## config.mk

```make
export PLATFORM = sky130hd
export DESIGN_NAME = noc_vc_rx_endpoint_flat
export DESIGN_NICKNAME = d
export VERILOG_FILES = /design/src/rtl/noc_vc_rx_endpoint_if.sv /design/src/rtl/noc_vc_rx_endpoint.sv /design/src/flat_wrapper.sv
export SDC_FILE = /design/constraint.sdc
export NUM_CORES = 1
export LEC_CHECK = 0
export CAP_MARGIN = 40
export CORE_AREA = 2 2 239 241
export CTS_BUF_LIST = sky130_fd_sc_hd__clkbuf_4 sky130_fd_sc_hd__clkbuf_8 sky130_fd_sc_hd__clkbuf_16
export DETAILED_ROUTE_END_ITERATION = 8
export DIE_AREA = 0 0 241 243
export GPL_TIMING_DRIVEN = 0
export PLACE_DENSITY = 0.63
export SYNTH_ARGS = -nofsm -noshare
export SYNTH_HDL_FRONTEND = slang
export SYNTH_SLANG_ARGS = --single-unit
```

## constraint.sdc

```tcl
create_clock -name clk -period 11.6 [get_ports clk]
set_input_delay 2.9 -clock clk [delete_from_list [all_inputs] [get_ports clk]]
set_output_delay 2.9 -clock clk [all_outputs]
set_load 0.1 [all_outputs]
```

## src/rtl/noc_vc_rx_endpoint_if.sv

```systemverilog
// Link bundle between a switch TX port and its receive endpoint, plus the client output port.
// master: drives the rx_* packet/tag and out_ready, and receives credits and the output packet.
// slave: the endpoint side, which receives rx_* and drives credits and the out_* packet.
interface noc_vc_rx_endpoint_if #(
  parameter int VC_W     = 4,
  parameter int A_W      = 3,
  parameter int D_W      = 32,
  parameter int PACKET_W = A_W + D_W
);
  localparam int VC_IW = (VC_W > 1) ? $clog2(VC_W) : 1;

  logic [VC_W-1:0]     rx_vc_target;
  logic [PACKET_W-1:0] rx_packet;
  logic [VC_W-1:0]     rx_vc_credit_gnt;
  logic                out_valid;
  logic                out_ready;
  logic [PACKET_W-1:0] out_packet;
  logic [VC_IW-1:0]    out_vc;

  modport master (
    output rx_vc_target, rx_packet, out_ready,
    input  rx_vc_credit_gnt, out_valid, out_packet, out_vc
  );

  modport slave (
    input  rx_vc_target, rx_packet, out_ready,
    output rx_vc_credit_gnt, out_valid, out_packet, out_vc
  );
endinterface

```

## src/rtl/noc_vc_rx_endpoint.sv

```systemverilog
// Purpose: credit-based VC receive endpoint; per-VC FIFOs feed a round-robin valid/ready client port.
// Latency: enqueue at edge t is visible at the output in t+1; the credit for a pop is issued in the next cycle.
// Backpressure: the client stalls with out_ready; the selection is locked while it stalls; the sender is paced by credits.
// Ports: clk, rst (sync, active-high), bus (slave: rx_vc_target/rx_packet in, rx_vc_credit_gnt out,
//        out_valid/out_packet/out_vc out, out_ready in), err (sticky protocol-violation flag).
module noc_vc_rx_endpoint #(
  parameter int VC_W          = 4,
  parameter int A_W           = 3,
  parameter int D_W           = 32,
  parameter int PACKET_W      = A_W + D_W,
  parameter int VC_FIFO_DEPTH = 4
) (
  input  logic                clk,
  input  logic                rst,
  noc_vc_rx_endpoint_if.slave bus,
  output logic                err
);
  localparam int STORE = VC_FIFO_DEPTH - 1;
  localparam int PTR_W = (STORE > 1) ? $clog2(STORE) : 1;
  localparam int CNT_W = $clog2(VC_FIFO_DEPTH);
  localparam int VC_IW = (VC_W > 1) ? $clog2(VC_W) : 1;

  logic [PACKET_W-1:0] mem    [VC_W][STORE];
  logic [PTR_W-1:0]    wr_ptr [VC_W];
  logic [PTR_W-1:0]    rd_ptr [VC_W];
  logic [CNT_W-1:0]    cnt    [VC_W];

  logic [VC_IW-1:0] rr_ptr, lock_vc, pick_vc, sel_vc, idx;
  logic             lock_vld, any_vld, head_vld, deq;
  logic             err_q, malformed, overflow;
  logic [VC_W-1:0]  credit_q, push_req, push, pop, full;

  // Storage is not a power of two, so pointers wrap explicitly.
  function automatic logic [PTR_W-1:0] ptr_inc(input logic [PTR_W-1:0] p);
    return (p == PTR_W'(STORE - 1)) ? '0 : p + PTR_W'(1);
  endfunction

  // Round-robin pick: scan downward so the lowest offset from rr_ptr wins.
  always_comb begin
    pick_vc = '0;
    any_vld = 1'b0;
    idx     = '0;
    for (int i = VC_W - 1; i >= 0; i--) begin
      idx = VC_IW'((int'(rr_ptr) + i) % VC_W);
      if (cnt[idx] != '0) begin
        pick_vc = idx;
        any_vld = 1'b1;
      end
    end
  end

  // A stalled head keeps its VC; its FIFO cannot drain without a handshake, so it stays valid.
  assign sel_vc   = lock_vld ? lock_vc : pick_vc;
  assign head_vld = any_vld & ~rst;
  assign deq      = head_vld & bus.out_ready;
  assign pop      = deq ? (VC_W'(1) << sel_vc) : '0;

  // More than one tag bit set means the tag is corrupt; the packet goes nowhere.
  assign malformed = |(bus.rx_vc_target & (bus.rx_vc_target - VC_W'(1)));
  assign push_req  = malformed ? '0 : bus.rx_vc_target;

  always_comb begin
    for (int v = 0; v < VC_W; v++) begin
      full[v] = (cnt[v] == CNT_W'(STORE));
    end
  end

  // A pop on the same VC frees the slot in the same edge, so a full FIFO can still accept.
  assign push     = push_req & (~full | pop);
  assign overflow = |(push_req & full & ~pop);

  always_ff @(posedge clk) begin
    if (rst) begin
      for (int v = 0; v < VC_W; v++) begin
        wr_ptr[v] <= '0;
        rd_ptr[v] <= '0;
        cnt[v]    <= '0;
      end
      rr_ptr   <= '0;
      lock_vld <= 1'b0;
      lock_vc  <= '0;
      credit_q <= '0;
      err_q    <= 1'b0;
    end else begin
      for (int v = 0; v < VC_W; v++) begin
        if (push[v]) wr_ptr[v] <= ptr_inc(wr_ptr[v]);
        if (pop[v])  rd_ptr[v] <= ptr_inc(rd_ptr[v]);
        cnt[v] <= cnt[v] + CNT_W'(push[v]) - CNT_W'(pop[v]);
      end
      if (deq) rr_ptr <= (sel_vc == VC_IW'(VC_W - 1)) ? '0 : sel_vc + VC_IW'(1);
      lock_vld <= head_vld & ~bus.out_ready;
      lock_vc  <= sel_vc;
      credit_q <= pop;
      if (malformed || overflow) err_q <= 1'b1;
    end
  end

  // Payload storage needs no reset; occupancy alone decides what is valid.
  always_ff @(posedge clk) begin
    for (int v = 0; v < VC_W; v++) begin
      if (!rst && push[v]) mem[v][wr_ptr[v]] <= bus.rx_packet;
    end
  end

  // Outputs come only from registered state; rst forces them low in its own cycle.
  assign bus.out_valid        = head_vld;
  assign bus.out_vc           = head_vld ? sel_vc : '0;
  assign bus.out_packet       = head_vld ? mem[sel_vc][rd_ptr[sel_vc]] : '0;
  assign bus.rx_vc_credit_gnt = credit_q & {VC_W{~rst}};
  assign err                  = err_q & ~rst;
endmodule

```

## src/flat_wrapper.sv

```systemverilog
// flat-port wrapper written by rule: the top's interface ports become plain ports
module noc_vc_rx_endpoint_flat 
#(
  parameter int VC_W          = 4,
  parameter int A_W           = 3,
  parameter int D_W           = 32,
  parameter int PACKET_W      = A_W + D_W,
  parameter int VC_FIFO_DEPTH = 4
)
  (clk, rst, err, bus_rx_vc_target, bus_rx_packet, bus_out_ready, bus_rx_vc_credit_gnt, bus_out_valid, bus_out_packet, bus_out_vc);
  noc_vc_rx_endpoint_if #(.VC_W(VC_W), .A_W(A_W), .D_W(D_W), .PACKET_W(PACKET_W)) bus_i ();
  input  logic clk;
  input  logic rst;
  output logic err;
  input wire logic [$bits(bus_i.rx_vc_target)-1:0] bus_rx_vc_target;
  input wire logic [$bits(bus_i.rx_packet)-1:0] bus_rx_packet;
  input wire logic [$bits(bus_i.out_ready)-1:0] bus_out_ready;
  output wire logic [$bits(bus_i.rx_vc_credit_gnt)-1:0] bus_rx_vc_credit_gnt;
  output wire logic [$bits(bus_i.out_valid)-1:0] bus_out_valid;
  output wire logic [$bits(bus_i.out_packet)-1:0] bus_out_packet;
  output wire logic [$bits(bus_i.out_vc)-1:0] bus_out_vc;
  assign bus_i.rx_vc_target = bus_rx_vc_target;
  assign bus_i.rx_packet = bus_rx_packet;
  assign bus_i.out_ready = bus_out_ready;
  assign bus_rx_vc_credit_gnt = bus_i.rx_vc_credit_gnt;
  assign bus_out_valid = bus_i.out_valid;
  assign bus_out_packet = bus_i.out_packet;
  assign bus_out_vc = bus_i.out_vc;
  noc_vc_rx_endpoint #(.VC_W(VC_W), .A_W(A_W), .D_W(D_W), .PACKET_W(PACKET_W), .VC_FIFO_DEPTH(VC_FIFO_DEPTH)) u_core (.clk(clk), .rst(rst), .bus(bus_i), .err(err));
endmodule
```

==> results of run 1 <==
cell type report:
type	count	area (µm²)	area share (%)
timing repair buffer	155	1920	6.63
sequential	456	13500	46.7
multi-input combinational	1447	10100	35.0
buffer	170	681	2.36
clock buffer	57	1290	4.45
inverter	27	101	0.351
tap	756	946	3.28
clock inverter	31	337	1.17
metrics by stage:
step                setup slack, ns  hold slack [ns]  instances  area [µm²]
finish                         2.22            0.569       3099       28900
global route                   2.13            0.601       3099       28900
CTS                            2.34            0.561       3099       28900
detailed placement             2.34            0.547       3011       27300
global placement               1.91            0.530       2940       26200
floorplan                      2.34            0.494       2100       24400
cells in the final DEF (no fill, tap or decap), types with 49 or more instances in the layout:
master and n:
edfxtp_1 436, mux2_2 142, clkdlybuf4s50_1 84, a21oi_1 180, nand2_1 323, clkbuf_16 49, nor3_1 156, clkbuf_1 144
a211oi_1 105, mux2i_1 251
flip-flops by register name (all words and copies together), names as in the netlist, named ones only:
| name | cells |
|---|---|
| u_core.mem | 420 |
| u_core.cnt | 8 |
| u_core.rd_ptr | 8 |
| u_core.wr_ptr | 8 |
| u_core.credit_q | 4 |
| u_core.lock_vc | 2 |
| u_core.rr_ptr | 2 |
| u_core.err_q | 1 |
| u_core.lock_vld | 1 |
kinds of logic after synthesis:
logic type | count (synthesis)
compound gates | 423
xor+xnor | 8
fa+ha+maj | 23
buf+inv | 197
flops | 456
mux | 430
simple gates | 563
layer usage:
layer / up-vias / part of all wire, % / global-route usage, %
li1: 8357 / - / -
met1: 9391 / 41 / 33.9
met2: 920 / 48 / 43.3
met3: 194 / 7.6 / 4.41
met4: 0 / 3.8 / 11.0
met5: - / 0 / 0
worst max-delay path, stage by stage:
cell             delay [ns]
clkdlybuf4s50_1        0.48
a41oi_2                0.52
and3_1                 0.25
clkbuf_1               0.46
clkbuf_1               0.52
o21ai_0                0.35
o221ai_1               0.19
clkdlybuf4s50_1        0.59
buf_8                  0.21
path summary, 6_finish.rpt:
path	from	endpoint	slack, ns	depth (start not counted)
setup / recovery	rst	bus_out_packet[22]	2.22	9
hold / removal	u_core.cnt[2][0]	u_core.err_q	0.57	2
setup reg to reg	u_core.cnt[0][0]	u_core.mem[3][15]	6.52	11
hold reg to reg	u_core.cnt[2][0]	u_core.err_q	0.57	2
==> run summary, run 1 <==
outcome: complete, no violations
Synth area leaders: edfxtp_1 54%, mux2i_1 10%, mux2_2 6.6%
die area: 58600 µm²
Synth Area in Simple Gates: 10.3%
via density per instance: 6.09
Area growth syn-to-layout: 18.5%
crit path DAT: 6.48 ns
crit-path max FO: 10
PortBufs: 84
crit path kind: input pin to output port
Fillers: 4906
Layout Utilization: 51.6%
DRC: 0
Synth Area in XOR/XNOR: 0.288%
RSZ-0062 raised after global routing: no
Slew @ Worst Pin: 0.968 ns
slew margin rel.: 35.0%
CTS Buffer Depth: 3
main flop type after synthesis: edfxtp_1
list of most frequent post-synthesis cells: 436 x edfxtp_1, 323 x nand2_1, 251 x mux2i_1
fin crit share: 80.9%
setup TNS: 0 ns
Synth Warn #: 0
DPL Wire Length: 53200 µm
Post-CTS Setup Repair Bufs: 0
CTS sink count: 456
final setup vio count: 0
Final Max Slew Viols: 0
CTS clk-pin slew, worst paths: 0.06 ns
initial antenna violation count: 0
Max Freq: 107 MHz
wire per inst: 25.1 µm
DRT iter0 DRCs: 2191
I/O pins: 85
Die Y: 243 µm
DIE WIDTH: 241 µm
hold_buf cts: 0
routability congestion estimate: 0.887
Final min period: 9.38 ns
library cells used by synthesis: 60
cell row count: 87
EDFF count, synth: 436
count leader, synth: edfxtp_1
post-synthesis mux area share: 18.7%
largest family of logic cells by synthesized area: multiplexers
post_cts resized: 0
antenna diode count: 0
post-synth net total: 2164
all-layer global routing usage: 26.2%
Critical Path RT: 8.70 ns
Mapped Area: 24400 µm²
vias in the first global route: 18900
adder-cell area share of the yosys netlist: 1.17%
Post-layout nets: 2370
Hold Vio Cnt, Final: 0
Vias: 18900
compound-cell area share of the yosys netlist: 11.0%
Synth Area per Inst: 11.6 µm²
fraction of registers with async set/reset: 0%
Synth top area share: 53.7%
layout cells sized above 1: 14.0%
largest net degree at the start of global routing: 25
max cap viols: 0
CTS tree: built
depth of the CTS H-tree: 2
post-route ant nets: 0
global-route wire length before repair: 115000 µm
sequential share of the synthesized area: 55.4%
grt ovf: 0
Initial Utilization: 43.5%
core area: 56000 µm²
Gate Count Post-Synth: 2100
clock buffer count from CTS: 49
worst-skew pair later-pin latency: 0.60 ns
TritonRoute pass-1 iters: 9
total wire length: 77900 µm
clock root buffer: clkbuf_16
largest area contributor in the netlist: edfxtp_1
CP Launch Type: input pin
Yosys reg bits: 456
Critical Path End Type: output port
path type of the worst min-delay path: flip-flop to flip-flop
worst-case clock skew: 0.0185 ns
Power of run 1 is left out: the tool's default activity adds up to more than one toggle a clock period on the data nets, which glitch-free logic cannot reach.
==> inputs of run 2 (changes only) <==
- PLACE_DENSITY: 0.63 -> 0.65
- clock period: 11.6 -> 8.4 ns (I/O delays scaled with it)
==> run 2 against run 1 <==
Worst setup slack got worse by 2.1 ns. Sequential share of layout area about the same. Clock skew about the same. Design area about the same. Wire length decreased by 1.5%. First-iteration DRC count decreased by 1.8%. Final cell count about the same. Critical path type is now flip-flop to output port. Largest cell class unchanged.
==> run summary, run 2 (same netlist as run 1, synthesis figures left out) <==
outcome: complete, no violations
final setup vio count: 0
DPL Wire Length: 52700 µm
DIE WIDTH: 241 µm
die area: 58600 µm²
Hold Vio Cnt, Final: 0
crit-path max FO: 10
fin crit share: 98.5%
path depth of the worst reg2reg path: 12
CTS sink count: 456
Area growth syn-to-layout: 18.6%
layout cells sized above 1: 14.4%
CP endpoint: bus_out_packet[24]
Critical Path RT: 6.30 ns
depth of the CTS H-tree: 2
Critical Path End Type: output port
grt ovf: 0
crit path kind: flip-flop to output port
max reg flops: 420
RSZ-0062 raised after global routing: no
reg2reg start: u_core.cnt[0][0]
DRT iter0 DRCs: 2152
path type of the worst min-delay path: flip-flop to flip-flop
hold_buf cts: 0
clock root buffer: clkbuf_16
I/O pins: 85
TritonRoute pass-1 iters: 7
max cap viols: 0
worst-skew pair later-pin latency: 0.61 ns
global-route wire length before repair: 115000 µm
wire per inst: 24.8 µm
Slew @ Worst Pin: 0.999 ns
Post-layout nets: 2368
flop2flop setup slack: 3.20 ns
crit path launch: u_core.rr_ptr[1]
slew margin rel.: 33.3%
CTS clk-pin slew, worst paths: 0.06 ns
worst-case clock skew: 0.0184 ns
commonest cells after routing, fill and taps aside: 436 x edfxtp_1, 323 x nand2_1, 251 x mux2i_1
Vias: 18700
total wire length: 76700 µm
Initial Utilization: 43.5%
all-layer global routing usage: 25.9%
Final Max Slew Viols: 0
routability congestion estimate: 0.909
crit path DAT: 6.18 ns
core area: 56000 µm²
cell row count: 87
DRC: 0
CTS tree: built
Final min period: 8.28 ns
CP Launch Type: flip-flop
initial antenna violation count: 1
critical register-to-register path endpoint: u_core.mem[3][12]
Max Freq: 121 MHz
Die Y: 243 µm
largest net degree at the start of global routing: 27
post-route ant nets: 0
PortBufs: 84
clock buffer count from CTS: 48
CTS Buffer Depth: 3
vias in the first global route: 18800
setup TNS: 0 ns
via density per instance: 6.05
most common cell after layout, fill and taps aside: edfxtp_1
-- run 2: changes by cell type in the layout (fill, tap and decap cells not counted), moves of 2 or more --
cell | before | now
clkinv_1 | 15 | 5
clkinv_4 | 0 | 2
buf_8 | 47 | 45
clkinvlp_4 | 0 | 4
-- run 2: area by class of cell --
type / instances / area [µm²]
antenna: 1 / 2.50
buffer: 170 / 682
clock buffer: 58 / 1310
clock inverter: 28 / 338
fill: 4882 / 27000
inverter: 27 / 101
multi-input combinational: 1447 / 10100
sequential: 456 / 13500
tap: 756 / 946
timing repair buffer: 154 / 1910
-- run 2: repair_timing --
action | in CTS | in global routing
setup endpoints to repair | 0 | 6
resized for setup | 0 | 2
setup buffers | 0 | 0
-- run 2: per-layer routing --
layer	GRT usage, %	up-vias	wire [µm]
met5	0	-	0
met4	11.0	0	3080
met3	3.76	190	6200
met2	42.6	932	36500
met1	34.1	9249	31000
li1	-	8358	-
-- run 2: how the worst min path moves through the flow --
stage / start / end / slack, ns / cells after the start
finish: u_core.cnt[2][0] / u_core.err_q / 0.57 / 2
global route: u_core.err_q / u_core.err_q / 0.60 / 2
CTS: u_core.cnt[2][0] / u_core.err_q / 0.57 / 2
detailed placement: u_core.err_q / u_core.err_q / 0.56 / 2
global placement: u_core.cnt[2][0] / u_core.err_q / 0.53 / 2
floorplan: u_core.cnt[2][0] / u_core.err_q / 0.49 / 2
-- run 2: metrics by stage --
stage	worst slack, ns	hold WS, ns	utilization [%]	cell area (µm²)	cells
floorplan	0.736	0.494	-	24400	2100
global placement	0.234	0.530	46.7	26200	2940
detailed placement	0.738	0.558	48.7	27200	3009
CTS	0.0745	0.572	51.6	28900	3095
global route	0.0000449	0.600	51.7	28900	3097
finish	0.124	0.575	51.7	28900	3097
-- run 2: critical path, cell delays in order (launching register included) --
cell             delay [ns]
dfxtp_1                0.31
clkbuf_1               0.34
nor3_1                 0.12
a211oi_1               0.63
nor2_1                 0.31
mux2i_1                0.22
a211oi_2               0.88
a21oi_2                0.28
buf_4                  0.32
inv_2                  0.08
nand3_1                0.43
clkbuf_1               0.50
o221ai_1               0.38
clkdlybuf4s50_1        0.58
buf_8                  0.20
Power of run 2 is left out for the same reason.
==> inputs of run 3 (changes only) <==
- CORE_AREA: 2 2 239 241 -> 2 2 212 214
- DIE_AREA: 0 0 241 243 -> 0 0 214 216
- PLACE_DENSITY: 0.65 -> 0.79
==> run 3 against run 2 <==
Design area fell by 1.2%. Critical endpoint is now bus_out_packet[2]. Maximum frequency increased by 0.58%. Critical path type unchanged. Non-clock buffer count shrank 4. Sequential cell count is the same. Worst setup slack better by 0.048 ns. Largest cell class unchanged. Wire length shrank 2.0%.
==> run summary, run 3 (same netlist as run 1, synthesis figures left out) <==
Die Y: 216 µm
Initial Utilization: 55.6%
global-route wire length before repair: 112000 µm
Final Non-Filler Cells: 2929
DRT iter0 DRCs: 2776
crit-path max FO: 10
worst setup margin: 0.172 ns
initial antenna violation count: 0
worst-case clock skew: 0.0179 ns
Area growth syn-to-layout: 17.2%
DIE WIDTH: 214 µm
clock buffer count from CTS: 48
max reg flops: 420
met3 WL post-DR: 8690 µm
Critical Path End Type: output port
path type of the worst min-delay path: flip-flop to flip-flop
CP Launch Type: flip-flop
final setup vio count: 0
wire per inst: 25.7 µm
total wire length: 75200 µm
clock root buffer: clkbuf_16
vias in the first global route: 19400
hold_buf cts: 0
placed cells: 2840
all-layer global routing usage: 31.7%
crit path kind: flip-flop to output port
Slew @ Worst Pin: 0.993 ns
via density per instance: 6.65
commonest cells after routing, fill and taps aside: 436 x edfxtp_1, 323 x nand2_1, 251 x mux2i_1
fin crit share: 97.9%
Critical Path RT: 6.30 ns
cell row count: 77
TritonRoute pass-1 iters: 6
PortBufs: 84
max cap viols: 0
core area: 43800 µm²
CTS clk-pin slew, worst paths: 0.06 ns
DPL Wire Length: 50700 µm
most common cell after layout, fill and taps aside: edfxtp_1
dpl ws: 0.801 ns
Final Max Slew Viols: 0
crit path DAT: 6.13 ns
slew margin rel.: 33.4%
depth of the CTS H-tree: 2
DRC: 0
layout cells sized above 1: 13.9%
CTS Buffer Depth: 3
I/O pins: 85
Fillers: 3206
met2 WL post-DR: 35000 µm
CTS tree: built
Hold Vio Cnt, Final: 0
WL met1: 27800 µm
setup TNS: 0 ns
Vias: 19500
CTS sink count: 456
antenna diode count: 0
Final min period: 8.23 ns
top sig layer: met4
largest net degree at the start of global routing: 27
RSZ-0062 raised after global routing: no
outcome: complete, no violations
Post-layout nets: 2364
routability congestion estimate: 0.934
Max Freq: 122 MHz
post-route ant nets: 0
die area: 46200 µm²
worst-skew pair later-pin latency: 0.60 ns
grt ovf: 0
run 3: worst max-delay path, stage by stage (launching register included):
cell,delay (ns)
dfxtp_1,0.29
clkbuf_1,0.19
or2_0,0.28
mux4_2,0.56
o41a_1,0.50
a311oi_4,0.49
a211oi_4,0.17
a21oi_2,0.54
buf_4,0.36
inv_2,0.06
nand3_1,0.47
clkbuf_1,0.59
o221ai_1,0.29
clkdlybuf4s50_1,0.52
buf_8,0.19
run 3: timing repair:
action | 4_1_cts | 5_1_grt
gates resized for setup | 0 | 6
buffers inserted | 0 | 0
endpoints found under the setup margin | 0 | 21
run 3: final timing paths:
check                   startpoint           endpoint  slack, ns  cells after the start
setup / recovery  u_core.cnt[0][0]  bus_out_packet[2]       0.17                     14
hold / removal    u_core.cnt[2][0]       u_core.err_q       0.55                      2
setup reg to reg  u_core.cnt[0][0]  u_core.mem[3][17]       3.17                     12
hold reg to reg   u_core.cnt[2][0]       u_core.err_q       0.55                      2
run 3: metal layers:
metal,GRT usage (%),up-vias
li1,-,8354
met4,17.7,0
met2,51.1,1444
met3,6.58,273
met1,40.3,9394
met5,0,-
run 3: final cells by class:
| cell class | instances | area, µm² | share of cell area (%) |
|---|---|---|---|
| tap | 592 | 741 | 2.59 |
| sequential | 456 | 13500 | 47.3 |
| inverter | 27 | 101 | 0.355 |
| buffer | 170 | 683 | 2.39 |
| timing repair buffer | 150 | 1860 | 6.51 |
| clock buffer | 61 | 1320 | 4.61 |
| clock inverter | 26 | 226 | 0.793 |
| multi-input combinational | 1447 | 10100 | 35.5 |
run 3: stage by stage:
stage,hold WS [ns],area (µm²),utilization (%)
2_1_floorplan,0.494,24400,-
3_3_place_gp,0.526,25900,59.2
3_5_place_dp,0.544,27000,61.6
4_1_cts,0.551,28500,65.1
5_1_grt,0.575,28600,65.1
6_report,0.547,28600,65.1
Power of run 3 is left out for the same reason.
